## src/rtl/argunda_sar_ctrl.sv

```systemverilog
// argunda_sar_ctrl: successive-approximation controller driving an off-chip R-2R DAC code and a S/H enable.
// Latency: start seen in IDLE at cycle 0 -> result_valid at cycle SAMPLE_CYCLES+NBITS*SETTLE_CYCLES+1.
// No backpressure: start is ignored while busy; optional macro SAR_AVG4_EN reports the mean of 4 conversions.
module argunda_sar_ctrl #(
  parameter int NBITS         = 8,
  parameter int SAMPLE_CYCLES = 16,
  parameter int SETTLE_CYCLES = 4
) (
  input  logic             clk,
  input  logic             rst_n,
  input  logic             ena_i,
  input  logic             start_i,
  input  logic             cont_i,
  input  logic             cmp_in_i,
  output logic             sample_en_o,
  output logic [NBITS-1:0] dac_code_o,
  output logic             busy_o,
  output logic [NBITS-1:0] result_o,
  output logic             result_valid_o
);

  localparam int CMAX = (SAMPLE_CYCLES > SETTLE_CYCLES) ? SAMPLE_CYCLES : SETTLE_CYCLES;
  localparam int CW   = $clog2(CMAX) + 1;
  localparam int IW   = $clog2(NBITS);
  localparam logic [CW-1:0] SAMPLE_LAST = CW'(SAMPLE_CYCLES - 1);
  localparam logic [CW-1:0] SETTLE_LAST = CW'(SETTLE_CYCLES - 1);
  localparam logic [IW-1:0] BIT_TOP     = IW'(NBITS - 1);

  typedef enum logic [1:0] {
    S_IDLE    = 2'd0,
    S_SAMPLE  = 2'd1,
    S_CONVERT = 2'd2,
    S_DONE    = 2'd3
  } state_t;

  state_t           state_q, state_d;
  logic [CW-1:0]    cnt_q, cnt_d;
  logic [IW-1:0]    bit_q, bit_d;
  logic [NBITS-1:0] dac_q, dac_d;
  logic [NBITS-1:0] res_q, res_d;
  logic             rv_q, rv_d;
  logic             cmp_meta_q, cmp_s_q;
  logic [NBITS-1:0] code_fin;

`ifdef SAR_AVG4_EN
  logic [NBITS+1:0] acc_q, acc_d;
  logic [NBITS+1:0] acc_sum;
  logic [1:0]       avg_cnt_q, avg_cnt_d;
`endif

  // Two-flop synchronizer: the comparator is asynchronous to clk and never used raw.
  always_ff @(posedge clk or negedge rst_n) begin
    if (!rst_n) begin
      cmp_meta_q <= 1'b0;
      cmp_s_q    <= 1'b0;
    end else begin
      cmp_meta_q <= cmp_in_i;
      cmp_s_q    <= cmp_meta_q;
    end
  end

  // State and datapath registers.
  always_ff @(posedge clk or negedge rst_n) begin
    if (!rst_n) begin
      state_q   <= S_IDLE;
      cnt_q     <= '0;
      bit_q     <= BIT_TOP;
      dac_q     <= '0;
      res_q     <= '0;
      rv_q      <= 1'b0;
`ifdef SAR_AVG4_EN
      acc_q     <= '0;
      avg_cnt_q <= '0;
`endif
    end else begin
      state_q   <= state_d;
      cnt_q     <= cnt_d;
      bit_q     <= bit_d;
      dac_q     <= dac_d;
      res_q     <= res_d;
      rv_q      <= rv_d;
`ifdef SAR_AVG4_EN
      acc_q     <= acc_d;
      avg_cnt_q <= avg_cnt_d;
`endif
    end
  end

  // Next-state logic: sample window, per-bit trial/decide, result publication.
  always_comb begin
    state_d  = state_q;
    cnt_d    = cnt_q;
    bit_d    = bit_q;
    dac_d    = dac_q;
    res_d    = res_q;
    rv_d     = 1'b0;
    code_fin = dac_q;
    code_fin[bit_q] = cmp_s_q;
`ifdef SAR_AVG4_EN
    acc_d     = acc_q;
    avg_cnt_d = avg_cnt_q;
    acc_sum   = acc_q + {2'b00, code_fin};
`endif

    case (state_q)
      S_IDLE: begin
        dac_d = '0;
        cnt_d = '0;
        bit_d = BIT_TOP;
        if (start_i) state_d = S_SAMPLE;
      end
      S_SAMPLE: begin
        dac_d = '0;
        if (cnt_q == SAMPLE_LAST) begin
          cnt_d   = '0;
          bit_d   = BIT_TOP;
          state_d = S_CONVERT;
        end else begin
          cnt_d = cnt_q + CW'(1);
        end
      end
      S_CONVERT: begin
        if (cnt_q == SETTLE_LAST) begin
          // Decide this bit from the synchronized comparator level.
          dac_d = code_fin;
          cnt_d = '0;
          if (bit_q == '0) begin
            state_d = S_DONE;
`ifdef SAR_AVG4_EN
            if (avg_cnt_q == 2'd3) begin
              res_d     = acc_sum[NBITS+1:2];
              rv_d      = 1'b1;
              acc_d     = '0;
              avg_cnt_d = '0;
            end else begin
              acc_d     = acc_sum;
              avg_cnt_d = avg_cnt_q + 2'd1;
            end
`else
            res_d = code_fin;
            rv_d  = 1'b1;
`endif
          end else begin
            bit_d = bit_q - IW'(1);
          end
        end else begin
          if (cnt_q == '0) dac_d[bit_q] = 1'b1;
          cnt_d = cnt_q + CW'(1);
        end
      end
      S_DONE: begin
        dac_d = '0;
        cnt_d = '0;
        bit_d = BIT_TOP;
`ifdef SAR_AVG4_EN
        // Intermediate conversions of an average always continue.
        if (!rv_q || cont_i) state_d = S_SAMPLE;
        else                 state_d = S_IDLE;
`else
        if (cont_i) state_d = S_SAMPLE;
        else        state_d = S_IDLE;
`endif
      end
      default: state_d = S_IDLE;
    endcase

    // Disable wins everywhere: abort, discard the partial code, keep the old result.
    if (!ena_i) begin
      state_d = S_IDLE;
      cnt_d   = '0;
      bit_d   = BIT_TOP;
      dac_d   = '0;
      res_d   = res_q;
      rv_d    = 1'b0;
`ifdef SAR_AVG4_EN
      acc_d     = '0;
      avg_cnt_d = '0;
`endif
    end
  end

  assign sample_en_o    = (state_q == S_SAMPLE);
  assign busy_o         = (state_q != S_IDLE);
  assign dac_code_o     = dac_q;
  assign result_o       = res_q;
  assign result_valid_o = rv_q;

endmodule

```

## config.mk

```make
export PLATFORM = sky130hd
export DESIGN_NAME = argunda_sar_ctrl
export DESIGN_NICKNAME = d
export VERILOG_FILES = /design/src/rtl/argunda_sar_ctrl.sv
export SDC_FILE = /design/constraint.sdc
export NUM_CORES = 1
export LEC_CHECK = 0
export ABC_AREA = 1
export CORE_MARGIN = 4
export CORE_UTILIZATION = 54
export CTS_CLUSTER_SIZE = 20
export DETAILED_ROUTE_END_ITERATION = 10
export GPL_ROUTABILITY_DRIVEN = 0
export GPL_TIMING_DRIVEN = 0
export MAX_ROUTING_LAYER = met4
export PLACE_DENSITY_LB_ADDON = 0.05
export SLEW_MARGIN = 20
export SYNTH_ARGS = -nofsm -noshare
export SYNTH_HDL_FRONTEND = slang
export SYNTH_SLANG_ARGS = --single-unit
```

## constraint.sdc

```tcl
create_clock -name clk -period 1.87 [get_ports clk]
set_clock_uncertainty 0.1 [all_clocks]
set_input_delay 0.374 -clock clk [delete_from_list [all_inputs] [get_ports clk]]
set_output_delay 0.374 -clock clk [all_outputs]
set_load 0.02 [all_outputs]
```

==> run_results.csv <==
group,metric,value,unit
setup_path,worst-r2r-setup-slack,90,ps
pwr,comb_power_share,43.3,%
detailed_routing,detail_route.wl_per_cell,12.21,um
yosys,synthFlopType,"dfrtp_1",
floorplanning,rows,20,
global_route,overflow,0,
clock_network,cts_htree_levels,2,
floorplanning,die_w,66.32,um
setup_path,criticalPathCategory,"reg2out",
yosys,synth.distinct_cells,28,
global_route,grt_pass1_vias,1516,
setup_path,worst_setup_path_start_kind,"flip-flop",
yosys,synthCells,240,
cells_and_area,layout-drive-gt1-share,16.36,%
floorplanning,die-area,0.004398,sq mm
detailed_routing,viasPerCell,5.122,
detailed_routing,vias,1634,
setup_path,cp_top_family,"buffers and inverters",
placed_design,io_buffer_count,23,
status,status,"complete, no violations",
setup_path,r2r_start,"cnt_q[1]",
sta,max_slew_margin,57.14,%
global_route,antenna_found_initial,0,
sta,period_needed,1793,ps
yosys,synth_fp_nets,259,
pwr,p_sw,0.0008681,W
setup_path,slowest_stage,"clkdlybuf4s50_1",
clock_network,cts_sinks,29,
global_route,grt.total_usage,20.47,%
pwr,p_clk_share,19.1,%
pwr,powerDensity,925.9,mW/mm^2
setup_path,max_stage_delay,620,ps
yosys,ys_warn_count,0,
pwr,p_int,0.001208,W
min_path,holdPathEnd,"cnt_q[1]",
sta,fin_crit_sh,95.91,%
clock_network,cts_buffers,5,
yosys,syn_area,0.001837,sq mm
yosys,synth_edf_count,0,
setup_path,critPathRequiredTime,1400,ps
sta,setup_ws,76.56,ps
pwr,vdd_ir_drop_max,0.0006969,V
sta,slew_violations,0,
floorplanning,ios,25,
setup_path,worst-path-max-fanout,4,
pwr,p_sw_share,41.82,%
setup_path,path_cells,"clkdlybuf4s50_1",
setup_path,worst-path-buf-inv,1,
sta,timing.hold.ws,233.9,ps
sta,tns,0,ps
detailed_routing,dr.pass1.iters,4,
detailed_routing,drc,0,
detailed_routing,drtAntennaViolNets,0,
sta,setup_viol,0,
floorplanning,core,0.003153,sq mm
flow_run,max_cap_violations,0,
yosys,synth.avg_cell_area,7.653,sq um
global_route,grt_max_degree,30,
sta,hold_violations,0,
sta,tightest_slew,642.9,ps
setup_path,reg2regPathDepth,9,
setup_path,r2r-end,"state_q[1]",
clock_network,clk_pin_slew,100,ps
floorplanning,fp.dieH,66.32,um
clock_network,cts_root_buffer,"clkbuf_4",
pwr,p_leak,1.190,nW
setup_path,critPathCaptureType,"primary output",
yosys,ys_async_sr_fraction,100.0,%
pwr,pwr-share-seq,37.6,%
clock_network,cts_tree,"built",
global_route,grt_pass1_wl,6.686,mm
yosys,seq_area_frac_synth,39.71,%
min_path,hold_path.class,"in2reg",
cells_and_area,antenna_cells,0,
detailed_routing,drt-initial-drc-count,102,
sta,max_freq,557.6,MHz
placed_design,dp_slack,-61.19,ps
clock_network,clk-insertion-delay-late,320,ps
setup_path,critPathArrivalTime,1320,ps
yosys,ys_ff_latch,29,
min_path,min_from,"ena_i",
placed_design,dp_hpwl,2.748,mm
cells_and_area,layout.nets,293,
floorplanning,floorplan.initialDensity,58.25,%
detailed_routing,wirelength,3.896,mm
min_path,hold_depth,3,
clock_network,clk_path_buf_depth,2,
cells_and_area,syn2layout_area_growth,22.07,%
==> stage by stage <==
| step | power, W | cells | util (%) | area (sq um) |
|---|---|---|---|---|
| 2_1_floorplan | 0.001412 | 240 | - | 1837 |
| 3_3_place_gp | 0.001637 | 307 | 67.30 | 2122 |
| 3_5_place_dp | 0.001646 | 307 | 67.14 | 2117 |
| 4_1_cts | 0.002061 | 318 | 70.12 | 2211 |
| 5_1_grt | 0.002253 | 319 | 71.11 | 2242 |
| 6_report | 0.002076 | 319 | 71.11 | 2242 |
==> synthesized netlist by cell type, types with 2 or more instances <==
cell	count	area, sq um
ha_1	13	162.7
buf_6	3	33.78
nor2_1	21	78.83
o21ai_2	2	17.52
nand3b_1	2	15.01
nand2_1	67	251.5
nor2_4	2	22.52
nand4_1	5	31.28
a21oi_1	11	55.05
nand3_1	31	155.2
nand2_2	6	37.54
dfrtp_1	26	650.6
o21ai_0	5	25.02
inv_1	28	105.1
dfstp_2	3	78.83
nand3_2	2	20.02
inv_2	2	7.510
==> worst max-delay path by stage <==
stage	endpoint	from	slack (ps)	cells after the start
6_report	dac_code_o[1]	dac_code_o[1]	80	1
5_1_grt	state_q[1]	cnt_q[0]	-60	9
4_1_cts	busy_o	state_q[1]	-10	4
3_5_place_dp	busy_o	state_q[0]	-60	4
3_3_place_gp	dac_code_o[7]	rst_n	-140	1
2_1_floorplan	state_q[0]	cnt_q[0]	220	10
==> cell families (layout without fill, tap and decap cells) <==
group | Yosys count | in the layout | share of synthesized area (%)
simple gates | 140 | 140 | 35.42
buf+inv | 37 | 72 | 9.401
flops | 29 | 29 | 39.71
compound gates | 19 | 19 | 5.654
fa+ha+maj | 13 | 13 | 8.856
xor+xnor | 2 | 2 | 0.9539
==> cells in the final DEF (no fill, tap or decap), drive strengths merged <==
cell | synthesis | layout
nand3 | 33 | 33
ha | 13 | 13
xor2 | 1 | 1
clkbuf | 1 | 10
dfstp | 3 | 3
a21oi | 11 | 11
dlygate4sd3 | 0 | 1
o21ai | 7 | 7
dlymetal6s2s | 0 | 4
nand4 | 5 | 5
nand2 | 74 | 74
nor2 | 24 | 24
a31oi | 1 | 1
clkdlybuf4s50 | 0 | 16
xnor2 | 1 | 1
buf | 4 | 9
nand3b | 2 | 2
nor3 | 2 | 2
inv | 32 | 32
dfrtp | 26 | 26
==> area by class of cell <==
| class | count | area [sq um] |
|---|---|---|
| tap | 44 | 55.05 |
| inverter | 32 | 127.6 |
| timing repair buffer | 27 | 257.7 |
| buffer | 5 | 45.04 |
| clock buffer | 8 | 58.81 |
| multi-input combinational | 174 | 968.4 |
| sequential | 29 | 729.5 |
| fill | 267 | 910.9 |
==> power by group through the flow <==
stage | sequential (W) | combinational, W | clock, W
2_1_floorplan | 0.000796 | 0.000616 | 0
3_3_place_gp | 0.000803 | 0.000833 | 0
3_5_place_dp | 0.000805 | 0.000840 | 0
4_1_cts | 0.000773 | 0.000883 | 0.000405
5_1_grt | 0.000794 | 0.00102 | 0.000443
6_report | 0.000780 | 0.000899 | 0.000397
==> layer usage <==
| metal | GRT usage [%] | routed length [um] | vias up |
|---|---|---|---|
| met2 | 30.98 | 1721 | 42 |
| met1 | 27.21 | 1925 | 755 |
| met4 | 5.838 | 33 | 0 |
| li1 | - | - | 833 |
| met5 | - | 0 | - |
| met3 | 5.102 | 217 | 4 |
==> state kept, by name, summed over array words and instances, names as in the netlist <==
signal          cells
bit_q               3
cmp_meta_q          1
cmp_s_q             1
cnt_q               5
dac_code_o          8
result_o            8
result_valid_o      1
state_q             2
==> what timing repair did <==
action / 4_1_cts / 5_1_grt
hold buffers: 1 / 0
setup endpoints to repair: 7 / 11
endpoints found under the hold margin: 26 / 0
cloned: 0 / 0
setup buffers: 2 / 1
pin swaps: 0 / 2
resized for setup: 8 / 12
(Power assumes the default switching activity.)
==> variant, RTL diff (same settings) <==
Set the parameter `SAMPLE_CYCLES` to 32 (it was 16).
--- a/src/rtl/argunda_sar_ctrl.sv
+++ b/src/rtl/argunda_sar_ctrl.sv
@@ -3,7 +3,7 @@
 // No backpressure: start is ignored while busy; optional macro SAR_AVG4_EN reports the mean of 4 conversions.
 module argunda_sar_ctrl #(
   parameter int NBITS         = 8,
-  parameter int SAMPLE_CYCLES = 16,
+  parameter int SAMPLE_CYCLES = 32,
   parameter int SETTLE_CYCLES = 4
 ) (
   input  logic             clk,
Function: same outputs for any inputs over 10 cycles, from zero or initial values and one cycle with rst_n low; that may be too few to reach the edited logic, so the function may still have changed.
==> variant against the original RTL <==
  * Area after synthesis down 2.5%
  * Worst setup slack gained 0.0096 ns
  * Sequential cell count up 1
  * Sequential share of layout area grew 2.0 points
  * Cell count is 3.4% lower
  * Total power grew 0.91%
  * Worst hold slack better by 0.025 ns
  * Global-route usage down 1.7 points
  * Design area fell by 2.5%
  * Routed wire length fell by 11%
  * Die area is 2.2% lower
  * Largest cell class unchanged
==> variant: results (changes against the original RTL) <==
Status: completed (unchanged)
Total routing resource utilization after global routing: 18.8% (was 20.5%)
Compound-cell area share of the yosys netlist: 9.50% (was 5.65%)
Detailed Route WL: 3480 µm (was 3900 µm)
Met3 wire length: 162 µm (was 217 µm)
Cell depth of the worst flop-to-flop path: 8 (was 9)
Net count of the mapped netlist: 245 (was 259)
Clock buffers: 7 (was 8)
Detailed placement HPWL: 2490 µm (was 2750 µm)
Pre-CTS WS: -0.282 ns (was -0.0612 ns)
Crit path launch: dac_code_o[5] (was dac_code_o[1])
End of the critical path: dac_code_o[5] (was dac_code_o[1])
Maximum number of pins on one net before global-route repair: 31 (was 30)
H-tree Lvls: 2 (unchanged)
Placed cell areas: 2080 µm² (was 2120 µm²)
Relative area of non-clock buffer cells in the final design: 14.1% (was 13.5%)
Count of input and output buffers: 24 (was 23)
Path category of the worst min-delay check: reg2reg (was in2reg)
Sequential cell area fraction in the yosys report: 42.1% (was 39.7%)
Post-Place Cells: 296 (was 307)
Fin util: 70.5% (was 71.1%)
Routing usage on met3: 4.10% (was 5.10%)
Worst reg2reg startpoint: bit_q[0] (was cnt_q[1])
Cell types with the largest area share after synthesis: dfrtp_1 (38%), nand2_1 (13%), nand3_1 (9.2%) (was dfrtp_1 (35%), nand2_1 (14%), ha_1 (8.9%))
Mean routed wirelength per cell: 11.3 µm (was 12.2 µm)
Cell variety after synth: 24 (was 28)
Multi-input gate share of total cell area: 40.9% (was 43.2%)
Share of cells above drive strength 1: 14.4% (was 16.4%)
Inverters: 29 (was 32)
Relative area of clock buffers and inverters in the final design: 2.75% (was 2.62%)
Crit path time final: 1.78 ns (was 1.79 ns)
Count of multi-input combinational gates: 165 (was 174)
Layout Nets: 280 (was 293)
TritonCTS Sinks: 30 (was 29)
Pwr Density: 958 nW/µm² (was 926 nW/µm²)
Standby leakage power: 1.12 nW (was 1.19 nW)
Vias in the first global route: 1407 (was 1516)
Worst Path Max Fanout: 3 (was 4)
Fraction of met2 tracks used by global routing: 27.7% (was 31.0%)
First-pass GRT wire length: 6120 µm (was 6690 µm)
Endpoint of the most critical register-to-register path: result_o[6] (was state_q[1])
Met1 routing resource usage after global routing: 25.6% (was 27.2%)
Arithmetic-cell share of the synthesized area counting full adders, half adders and majority gates: 7.69% (was 8.86%)
Max-Slew Margin vs Limit: 56.4% (was 57.1%)
Routed metal-1 wirelength: 1770 µm (was 1930 µm)
Filler Cell Count: 275 (was 267)
Syn Area/Cell: 7.85 µm² (was 7.65 µm²)
Xor and xnor area share after synthesis: 1.47% (was 0.954%)
Sum of met2 wire segment lengths after detailed routing: 1510 µm (was 1720 µm)
Post-DR vias/cell: 4.94 (was 5.12)
Peak supply drop: 0.000596 V (was 0.000697 V)
Flip-flop and latch share of the layout cell area: 34.6% (was 32.5%)
==> variant: cell types whose count changed after synthesis, sizes merged, moves of 2 or more <==
cell and change:
nand3 +2, buf -2, nor2 -8, nand2 -8, nand3b -2, ha -2, nor3 -2, inv -4
o21ai +8
==> variant: timing repair <==
action | CTS | global route
hold endpoints to repair | 26 | 0
gates cloned | 0 | 0
setup buffers | 1 | 3
gates resized for setup | 5 | 9
hold buffers | 1 | 0
endpoints found under the setup margin | 14 | 19
==> variant: how the worst min path moves through the flow <==
stage                           from          to  cells after the start
after floorplan                rst_n  cmp_meta_q                      0
after global placement    cmp_meta_q     cmp_s_q                      0
after detailed placement  cmp_meta_q     cmp_s_q                      0
after CTS                 cmp_meta_q     cmp_s_q                      0
after global routing      cmp_meta_q     cmp_s_q                      0
final                     cmp_meta_q     cmp_s_q                      0
==> variant: report_power, final <==
group          total (mW)  switching (mW)  leakage, nW  internal [mW]
Sequential          0.827          0.0857        0.400          0.742
Combinational       0.869           0.581        0.689          0.288
Clock               0.399           0.217       0.0353          0.182
